<file path="src/rtl/fsmc_pkg.sv">
// Shared definitions for the FSMC bus front-end.
//   DW_DEF / AW_DEF : default data / address widths
//   ERR_MAX         : saturation value of the protocol error counter
//   fsmc_state_t    : front-end FSM state encoding
package fsmc_pkg;

    localparam int         DW_DEF  = 16;
    localparam int         AW_DEF  = 2;
    localparam logic [7:0] ERR_MAX = 8'hFF;

    typedef enum logic [2:0] {
        IDLE,
        WR_Q,
        WR_HOLD,
        RD_Q,
        RD_LAT,
        RD_DRV,
        ERR
    } fsmc_state_t;

endpackage

</file>
<file path="src/rtl/fsmc_sync.sv">
// Multi-flop synchroniser for one asynchronous, active-low control input.
// All stages reset to 1 so that the synchronised signal reads as inactive.
//   clk   in  system clock
//   reset in  synchronous, active-high reset
//   din   in  asynchronous input
//   dout  out synchronised output (last stage)
module fsmc_sync #(
    parameter int SYNC = 2
) (
    input  logic clk,
    input  logic reset,
    input  logic din,
    output logic dout
);

    logic [SYNC-1:0] stages;

    always_ff @(posedge clk) begin
        if (reset) begin
            stages <= '1;
        end else begin
            stages <= {stages[SYNC-2:0], din};
        end
    end

    assign dout = stages[SYNC-1];

endmodule

</file>
<file path="src/rtl/fsmc_front.sv">
// FSMC bus front-end: synchronises nce/noe/nwe, qualifies them against glitches,
// and turns bus cycles into single-cycle write/read strobes. Returns read data
// for the pad-level tristate buffer.
//   clk, reset         clock and synchronous active-high reset
//   nce, noe, nwe      asynchronous FSMC controls (active-low)
//   addr, data_in      FSMC address and incoming bus value
//   data_out, data_oe  read-return value and drive enable for the pad buffer
//   wr_stb/addr/data   one-cycle write pulse with captured address/data
//   rd_stb/addr        one-cycle read request with captured address
//   rd_data            consumer data, valid the cycle after rd_stb
//   err_cnt            saturating count of noe/nwe-both-low protocol errors
module fsmc_front
    import fsmc_pkg::*;
#(
    parameter int DW      = DW_DEF,
    parameter int AW      = AW_DEF,
    parameter int SYNC    = 2,
    parameter int MIN_LOW = 2
) (
    input  logic          clk,
    input  logic          reset,
    input  logic          nce,
    input  logic          noe,
    input  logic          nwe,
    input  logic [AW-1:0] addr,
    input  logic [DW-1:0] data_in,
    output logic [DW-1:0] data_out,
    output logic          data_oe,
    output logic          wr_stb,
    output logic [AW-1:0] wr_addr,
    output logic [DW-1:0] wr_data,
    output logic          rd_stb,
    output logic [AW-1:0] rd_addr,
    input  logic [DW-1:0] rd_data,
    output logic [7:0]    err_cnt
);

    localparam int            CW       = $clog2(MIN_LOW + 1);
    localparam logic [CW-1:0] LOW_LAST = CW'(MIN_LOW - 1);

    logic          ce_s, oe_s, we_s;
    fsmc_state_t   state;
    logic [CW-1:0] low_cnt;
    logic          lat_wait;

    fsmc_sync #(.SYNC(SYNC)) u_sync_ce (.clk(clk), .reset(reset), .din(nce), .dout(ce_s));
    fsmc_sync #(.SYNC(SYNC)) u_sync_oe (.clk(clk), .reset(reset), .din(noe), .dout(oe_s));
    fsmc_sync #(.SYNC(SYNC)) u_sync_we (.clk(clk), .reset(reset), .din(nwe), .dout(we_s));

    always_ff @(posedge clk) begin
        if (reset) begin
            state    <= IDLE;
            low_cnt  <= '0;
            lat_wait <= 1'b0;
            wr_stb   <= 1'b0;
            rd_stb   <= 1'b0;
            data_oe  <= 1'b0;
            data_out <= '0;
            wr_addr  <= '0;
            wr_data  <= '0;
            rd_addr  <= '0;
            err_cnt  <= '0;
        end else begin
            wr_stb <= 1'b0;
            rd_stb <= 1'b0;

            // Protocol error outranks everything, then chip-deselect abort.
            if (!oe_s && !we_s) begin
                data_oe <= 1'b0;
                if (state != ERR && err_cnt != ERR_MAX) begin
                    err_cnt <= err_cnt + 8'd1;
                end
                state <= ERR;
            end else if (ce_s && state != IDLE && state != ERR) begin
                data_oe <= 1'b0;
                state   <= IDLE;
            end else begin
                case (state)
                    IDLE: begin
                        if (!ce_s && !we_s) begin
                            low_cnt <= '0;
                            state   <= WR_Q;
                        end else if (!ce_s && !oe_s) begin
                            low_cnt <= '0;
                            state   <= RD_Q;
                        end
                    end
                    WR_Q: begin
                        if (we_s) begin
                            state <= IDLE;
                        end else if (low_cnt == LOW_LAST) begin
                            // Capture on qualification too, so a write that ends
                            // right after it still carries this cycle's values.
                            wr_addr <= addr;
                            wr_data <= data_in;
                            state   <= WR_HOLD;
                        end else begin
                            low_cnt <= low_cnt + 1'b1;
                        end
                    end
                    WR_HOLD: begin
                        if (we_s) begin
                            wr_stb <= 1'b1;
                            state  <= IDLE;
                        end else begin
                            wr_addr <= addr;
                            wr_data <= data_in;
                        end
                    end
                    RD_Q: begin
                        if (oe_s) begin
                            state <= IDLE;
                        end else if (low_cnt == LOW_LAST) begin
                            rd_stb   <= 1'b1;
                            rd_addr  <= addr;
                            lat_wait <= 1'b1;
                            state    <= RD_LAT;
                        end else begin
                            low_cnt <= low_cnt + 1'b1;
                        end
                    end
                    RD_LAT: begin
                        // First cycle is the rd_stb cycle; the consumer's data
                        // arrives the cycle after.
                        if (lat_wait) begin
                            lat_wait <= 1'b0;
                        end else begin
                            data_out <= rd_data;
                            data_oe  <= !oe_s;
                            state    <= RD_DRV;
                        end
                    end
                    RD_DRV: begin
                        if (oe_s) begin
                            data_oe <= 1'b0;
                            state   <= IDLE;
                        end else begin
                            data_oe <= 1'b1;
                        end
                    end
                    ERR: begin
                        if (oe_s && we_s) begin
                            state <= IDLE;
                        end
                    end
                    default: begin
                        data_oe <= 1'b0;
                        state   <= IDLE;
                    end
                endcase
            end
        end
    end

endmodule

</file>
<file path="config.mk">
export PLATFORM = sky130hd
export DESIGN_NAME = fsmc_front
export DESIGN_NICKNAME = d
export VERILOG_FILES = /design/src/rtl/fsmc_pkg.sv /design/src/rtl/fsmc_sync.sv /design/src/rtl/fsmc_front.sv
export SDC_FILE = /design/constraint.sdc
export NUM_CORES = 1
export LEC_CHECK = 0
export ABC_AREA = 1
export ABC_CLOCK_PERIOD_IN_PS = 2900
export BUFFER_PORTS_ARGS = -buffer_cell sky130_fd_sc_hd__buf_4
export CELL_PAD_IN_SITES_DETAIL_PLACEMENT = 1
export CELL_PAD_IN_SITES_GLOBAL_PLACEMENT = 1
export CORE_UTILIZATION = 30
export CTS_CLUSTER_DIAMETER = 150
export DETAILED_ROUTE_END_ITERATION = 8
export MAX_ROUTING_LAYER = met4
export PLACE_DENSITY_LB_ADDON = 0.1
export SYNTH_ARGS = -nofsm -noshare
export SYNTH_HDL_FRONTEND = slang
export SYNTH_HIERARCHICAL = 1
export SYNTH_SLANG_ARGS = --single-unit
export TNS_END_PERCENT = 1
</file>
<file path="constraint.sdc">
create_clock -name clk -period 2.9 [get_ports clk]
set_input_delay 0.29 -clock clk [delete_from_list [all_inputs] [get_ports clk]]
set_output_delay 0.29 -clock clk [all_outputs]
set_load 0.1 [all_outputs]
</file>
; Word-level counts from Yosys, hierarchy flattened
; Cells that the tools add are included.
[totals]
input_bits = 39
reg_bits = 59
[classes]
add_sub_neg = 2
mux = 35
eq_ne = 28
n_reduce_logical = 28
n_bitwise = 7
[op_table]
columns = operator, count
row1 = two-way mux 16 bit, 3
row2 = two-way mux 3 bit, 12
row3 = one-hot mux 16 bit (2 select lines), 1
row4 = one-hot mux 3 bit (7 select lines), 1
row5 = two-way mux 2 bit, 8
row6 = != test 2 bit (second input constant), 7
row7 = AND reduction 7 bit, 2
row8 = AND reduction 6 bit, 2
row9 = != test 5 x 4 -> 1 bit (second input constant), 2
row10 = AND reduction 5 bit, 2
row11 = OR reduction 5 bit, 2
row12 = equality test 3 bit (second input constant), 3
row13 = adder 8 x 1 -> 8 bit (second input constant), 1
row14 = != test 4 x 3 -> 1 bit (second input constant), 2
row15 = != test 4 bit (second input constant), 2
row16 = != test 8 bit (second input constant), 1
row17 = logical AND 1 bit, 7
row18 = NOT 1 bit, 7
row19 = equality test 3 x 2 -> 1 bit (second input constant), 2
row20 = two-way mux 1 bit, 6
row21 = != test 3 x 2 -> 1 bit (second input constant), 2
row22 = != test 3 bit (second input constant), 2
row23 = one-hot mux 2 bit (3 select lines), 1
row24 = nonzero test 3 bit, 2
row25 = other kinds (15), 20

; Logic depth before layout (Yosys ltp)
; Gate-level depths: netlist (run 1).
[depth]
word_depth = 7
mapped_depth = 13
mapped_depth_nobuf = 11

; By module
; Netlist (run 1), hierarchy kept.
[modules_own_cells]
columns = mod, cells_per_inst, n_inst, area_per_inst_um2
row1 = fsmc_front, 320, 1, 2366.0
row2 = fsmc_sync, 7, 3, 58.8

; Least setup slack after synthesis (run 1)
; OpenSTA, ideal clock, no wires.
[synth_timing]
path_kind = reg-to-reg
startpoint = reg err_cnt[0]
endpoint = reg err_cnt[0]
t_required_ns = 2.772
path_buffers = 0
arrival_time_ns = 2.049
setup_ns = 0.128
stages_incl_launch_ff = 6
synth_period_minus_slack_ns = 2.177
setup_slack_ns = 0.723
path_cell_list = dfxtp_1 > ha_1 > nand4_1 > o21bai_2 > xor2_1 > nor2_1
[synth_between]
elab_chain_cells = 3
word_cells_on_any_way = 4
cone_classes = add/sub: 1 / eq/ne: 1 / reduce/logical: 2
[synth_lines]
columns = element, line
row1 = from (decl), fsmc_front.sv:35  ; output logic [7:0] err_cnt
row2 = from (signal assigned), fsmc_front.sv:71  ; err_cnt <= err_cnt + 8'd1;
row3 = branches (longest 3 deep; another with adder 8 x 1 -> 8 bit), n/a
; Several ways; the timed one is not identified.
; A chain may end at the register's enable or synchronous reset.

; Final worst setup path (run 1)
[layout_timing]
startpoint = reg state[2]
endpoint = reg wr_data[1]
[layout_between]
elab_chain_cells = 5
word_cells_on_any_way = 13
cone_classes = eq/ne: 6 / mux: 1 / bitwise: 1 / reduce/logical: 5
[layout_lines]
columns = element, line
row1 = from (decl), fsmc_front.sv:42  ; fsmc_state_t state;
row2 = from (signal assigned), fsmc_front.sv:52  ; state <= IDLE;
row3 = from (signal assigned), fsmc_front.sv:73  ; state <= ERR;
row4 = from (signal assigned), fsmc_front.sv:76  ; state <= IDLE;
row5 = branches (longest 5 deep; another with AND reduction 6 bit), n/a
row6 = to (signal assigned), fsmc_front.sv:95  ; wr_data <= data_in;
row7 = to (signal assigned), fsmc_front.sv:107  ; wr_data <= data_in;
row8 = to (decl), fsmc_front.sv:31  ; output logic [DW-1:0] wr_data,
; Several ways; the timed one is not identified.

==> results.toml, run 1 <==
[finish]
area_growth_pct = 36.8
layout_commonest_cell = "buf_4"
final_cell_mix = "87 x buf_4, 64 x nor2_1, 62 x nand2_1"
num-nets-final = 469
drive_gt1_share_pct = 28.9
num_antenna_cells = 0
final_util_pct = 42.3

[floorplan]
fp.dieH_um = 94.1
rows = 33
pin_count = 86
start_util_pct = 30.9
fp.coreArea_um2 = 8220
die-area_um2 = 8850
die_w_um = 94.1

[drt]
drtIter0Drc = 71
wl_met3_um = 373
drcViolationCount = 0
dr_wl_met2_um = 3500
met1Wirelength_um = 3310
top_layer_used = "met4"
detail_route.wl_per_cell_um = 13.5
viasPerCell = 4.71
ant_nets = 0
vias = 2536
totalWireLength_um = 7280
dr.pass1.iters = 4

[clock_network]
clk_latency_ns = 0.34
post_cts_buffers = 0
cts-resized-gates = 0
cts.sinks = 59
clk_pin_slew_ns = 0.07
cts_htree_levels = 3
ctsHoldBuffers = 0
cts_tree = "built"
cts_buffers = 9
cts_root_buf = "clkbuf_8"
clockBufferDepth = 2

[critical_path]
end_kind = "flop"
crit_path_max_fanout = 22
r2r_start = "state[2]"
crit_type = "reg -> reg"
required_ns = 3.12
cp-start-kind = "flop"
reg2reg_setup_slack_ns = 1.05
timing.rr.end = "wr_data[1]"
arrival_ns = 2.08
reg2regPathDepth = 9
crit_end = "wr_data[1]"
crit_start = "state[2]"

[logic_synthesis]
synth_warnings = 6
syn-cell-area_um2 = 2540
synth_nets = 382
synth_seq_cells = 59
synth_top_cell_by_area = "dfxtp_1"
ys.flop_type = "dfxtp_1"
netlist_instances = 341
synth-edff-count = 0
post_synth_num_cell_types = 31
ys_seq_area_share_pct = 46.5
avgSynthCellArea_um2 = 7.46
synth_top_family_by_area = "simple AND/OR/NAND/NOR gates"
synthAdderAreaFrac_pct = 0.984
synth_compound_area_share_pct = 11.6
synth_xor_area_share_pct = 2.07
synth.area.mux_share_pct = 0
yosys.area_share.simple_pct = 30.9
async_reset_ff_share_pct = 0
yosys.area.top_type_share_pct = 46.5
synth_area_leaders = "dfxtp_1 46%, nor2_1 9.4%, nand2_1 9.2%, a21oi_1 5.3%, nand3_1 4.9%"

[power_and_ir_drop]
leakage_nw = 1.56
seq_power_share_pct = 31.6
max-vdd-ir-drop_mv = 0.348
power.density_nw_per_um2 = 891
swShare_pct = 43.1
p_total_mw = 3.10
p_switching_mw = 1.34
internal-power_mw = 1.76
p_clk_share_pct = 28.7
combPwrFrac_pct = 39.7

[sta]
worst_slew_pin_slew_ns = 0.537
finalMaxSlewViolations = 0
fmax_ghz = 0.540
min_period_over_period_pct = 63.9
min_period_ns = 1.85
skew_ns = 0.0116
rsz0062_at_grt = "no"
setup_tns_ns = 0
max_slew_margin_pct = 64.1
finalHoldViolations = 0
setup_viol = 0

[placement]
portBuffers = 85
routabilityCongestion = 0.764
place_hpwl_um = 5200

[global_route]
grt_max_degree = 28
grt_antenna_before_repair = 0
track_usage_pct = 18.1
grt_pass1_vias = 2496
grt_pass1_wl_um = 12000
overflow = 0

[flow_run]
cap_viol_max_count = 0

[outcome]
status = "completed"

[hold_path]
min_path_type = "in -> reg"
cell usage after synthesis (2+ instances only):
cell type	instances
nor2_1	64
nand2_1	62
dfxtp_1	59
a21oi_1	27
nand3_1	25
inv_1	23
o21ai_0	15
o21ai_1	12
nand4_1	7
nor2_2	5
clkbuf_1	4
inv_2	4
xor2_1	4
buf_6	3
nand2_2	3
buf_2	2
ha_1	2
nand2_4	2
nand3_2	2
nor2_4	2
nor3_1	2
or2_2	2
xnor2_1	2
worst max-delay path: stages, from the launching register on:
cell	delay, ns
dfxtp_1	0.58
inv_2	0.16
nand2_1	0.13
nand3_2	0.13
nand2_4	0.11
inv_4	0.10
nand2_4	0.23
inv_6	0.11
nor2_1	0.12
nor2_1	0.06
layer usage:
metal,up-vias,global-route usage [%]
li1,1279,-
met1,1196,21.1
met2,51,28.9
met3,10,6.47
met4,0,6.41
met5,-,-
flip-flops by register name, indices dropped and copies added (netlist names), 2 cells and up:
name,count
err_cnt,8
u_sync_we/stages,2
low_cnt,2
state,3
u_sync_ce/stages,2
data_out,16
wr_data,16
rd_addr,2
wr_addr,2
u_sync_oe/stages,2
worst min-delay path by stage:
| stage | from | depth (start not counted) | end |
|---|---|---|---|
| finish | noe | 3 | u_sync_oe/stages[0] |
| global route | noe | 3 | u_sync_oe/stages[0] |
| CTS | noe | 3 | u_sync_oe/stages[0] |
| detailed placement | u_sync_ce/stages[0] | 2 | u_sync_ce/stages[1] |
| global placement | u_sync_we/stages[0] | 2 | u_sync_we/stages[1] |
| floorplan | reset | 1 | data_out[1] |
power groups by stage:
stage / combinational (mW) / sequential, mW / clock (mW)
after floorplan: 0.580 / 1.40 / 0
after global placement: 1.22 / 0.995 / 0
after detailed placement: 1.24 / 0.996 / 0
after CTS: 1.24 / 0.980 / 0.923
after global routing: 1.33 / 0.991 / 0.964
final: 1.23 / 0.979 / 0.891
final cells by class:
type / count / area [um2]
tap: 105 / 131
sequential: 59 / 1180
clock buffer: 13 / 169
fill: 1017 / 4740
clock inverter: 3 / 68.8
timing repair buffer: 87 / 653
multi-input combinational: 242 / 1160
inverter: 29 / 116
through the flow:
| step | area (um2) | worst slack, ns | std cells | hold WS, ns |
|---|---|---|---|---|
| final | 3480 | 1.05 | 538 | 0.127 |
| after global routing | 3480 | 0.867 | 538 | 0.0991 |
| after CTS | 3480 | 1.01 | 538 | 0.103 |
| after detailed placement | 3240 | 1.03 | 522 | 0.409 |
| after global placement | 3240 | 1.08 | 522 | 0.406 |
| after floorplan | 2540 | 0.723 | 341 | 0.359 |
cell families (layout without fill, tap and decap cells):
family,count (synthesis),after routing
AND/OR/NAND/NOR,177,177
flip-flops,59,59
AO/OA/AOI/OAI,57,57
buffers and inverters,40,132
XOR/XNOR,6,6
adder cells (fa/ha/maj),2,2
No activity file was read; power rests on OpenSTA's default activity.
==> run 2, diff against run 1 <==
ABC_CLOCK_PERIOD_IN_PS = 1700   (was 2900)
clock period = 1.7 ns   (was 2.9 ns; I/O delays follow)
==> run 2 against run 1 <==
Compared with the run above: utilization up 1.5 points; design area rose by 3.5%; via count up 1.3%; critical path type unchanged.
==> results.toml, run 2 (synthesized netlist as in run 1, its figures left out) <==
[critical_path]
slowest_stage = "dfxtp_1"
cp_common_cell = "nor2_1"
required_ns = 1.93
arrival_ns = 1.79
crit_start = "low_cnt[1]"
path_cells = "inv_1 > ha_1 > nor3_1 > buf_4 > nor2_4 > nand2_4 > inv_8 > nor2_1 > nor2_1"
max_stage_delay_ns = 0.34
timing.rr.end = "wr_addr[1]"
reg2regPathDepth = 9
reg2reg_setup_slack_ns = 0.14
cp-start-kind = "flop"
crit_type = "reg -> reg"
r2r_start = "low_cnt[1]"
crit_path_max_fanout = 19
crit_end = "wr_addr[1]"
end_kind = "flop"

[finish]
top_regs = "data_out (16), wr_data (16), err_cnt (8)"
final_cell_mix = "98 x buf_4, 64 x nor2_1, 62 x nand2_1"
area_growth_pct = 41.5
num_antenna_cells = 0
layout_commonest_cell = "buf_4"
drive_gt1_share_pct = 32.7
num-nets-final = 483

[outcome]
status = "completed"

[sta]
fin_hold_ws_ns = 0.0654
fmax_ghz = 0.643
rsz0062_at_grt = "yes"
finalMaxSlewViolations = 0
setup_viol = 0
finalHoldViolations = 0
setup_ws_ns = 0.144
max_slew_margin_pct = 72.4
min_period_ns = 1.56
worst_slew_pin_slew_ns = 0.414
skew_ns = 0.00914
min_period_over_period_pct = 91.5

[power_and_ir_drop]
p_clk_share_pct = 26.6
p_switching_mw = 2.31
combPwrFrac_pct = 42.4
leakage_nw = 1.63
internal-power_mw = 3.02
power.density_nw_per_um2 = 1480
max-vdd-ir-drop_mv = 0.677
seq_power_share_pct = 30.9
swShare_pct = 43.4

[drt]
viasPerCell = 4.66
vias = 2568
totalWireLength_um = 7510
drtIter0Drc = 60
drcViolationCount = 0
detail_route.wl_per_cell_um = 13.6
ant_nets = 0
dr.pass1.iters = 4

[clock_network]
clk_latency_ns = 0.34
cts_htree_levels = 3
cts_tree = "built"
clockBufferDepth = 2
post_cts_buffers = 0
clk_pin_slew_ns = 0.07
cts_root_buf = "clkbuf_8"
cts_buffers = 9
cts.sinks = 59

[placement]
place_ws_ns = 0.0852
portBuffers = 85
place_hpwl_um = 5450
routabilityCongestion = 0.793

[floorplan]
start_util_pct = 30.9
die-area_um2 = 8850
fp.dieH_um = 94.1
fp.coreArea_um2 = 8220
pin_count = 86
rows = 33
die_w_um = 94.1

[hold_path]
min_path_type = "in -> reg"

[global_route]
grt_pass1_wl_um = 12200
track_usage_pct = 18.4
grt_pass1_vias = 2583
grt_max_degree = 27
grt_antenna_before_repair = 0
overflow = 0

[flow_run]
cap_viol_max_count = 0
==> run 2: changes by cell type in the layout (fill, tap and decap cells not counted), sizes merged <==
cell	before	now
bufinv	2	1
buf	87	98
clkinv	1	2
dlygate4sd3	0	3
clkbuf	13	12
==> run 2: how the worst min path moves through the flow <==
stage | start | endpoint | slack (ns) | cells past startpoint
after floorplan | reset | data_out[1] | 0.24 | 1
after global placement | nce | u_sync_ce/stages[0] | 0.34 | 3
after detailed placement | nwe | u_sync_we/stages[0] | 0.36 | 3
after CTS | data_in[4] | wr_data[4] | 0.05 | 3
after global routing | data_in[10] | wr_data[10] | 0.06 | 3
final | data_in[4] | wr_data[4] | 0.07 | 3
==> run 2: critical path, delay by kind of cell (launching register included) <==
family | cells | cell delay (ns)
AND/OR/NAND/NOR | 5 | 0.60
flip-flops | 1 | 0.34
buffers and inverters | 3 | 0.30
adder cells (fa/ha/maj) | 1 | 0.21
==> run 2: layer usage <==
metal	GRT usage, %	share of wire [%]
met4	5.77	1.7
met2	29.4	49
met3	6.31	4.9
met5	-	0
met1	21.6	45
==> run 2: repair_timing <==
item                       4_1_cts  5_1_grt
setup endpoints to repair        0       38
resized for setup                0        5
hold endpoints to repair         3        0
hold buffers                     3        0
==> run 2: area by class of cell <==
cell class	count	area, um2
Clock buffer	12	176
Clock inverter	3	43.8
Fill cell	1055	4620
Inverter	29	119
Multi-Input combinational cell	242	1160
Sequential cell	59	1200
Tap cell	105	131
Timing Repair Buffer	101	766
==> run 2: power groups by stage <==
stage               Sequential, mW  Combinational, mW  Clock [mW]
detailed placement            1.67               2.27           0
global placement              1.67               2.24           0
floorplan                     2.38              0.990           0
CTS                           1.64               2.28        1.47
global route                  1.67               2.46        1.52
finish                        1.65               2.26        1.42
==> run 2: per-stage QoR <==
stage               instance area [um2]  util (%)  instances  setup TNS (ns)  power, mW
detailed placement                 3340      40.6        533               0       3.94
global placement                   3340      40.6        533               0       3.90
CTS                                3590      43.7        551               0       5.39
floorplan                          2560         -        341               0       3.37
global route                       3600      43.8        551         -0.0490       5.65
finish                             3600      43.8        551               0       5.33
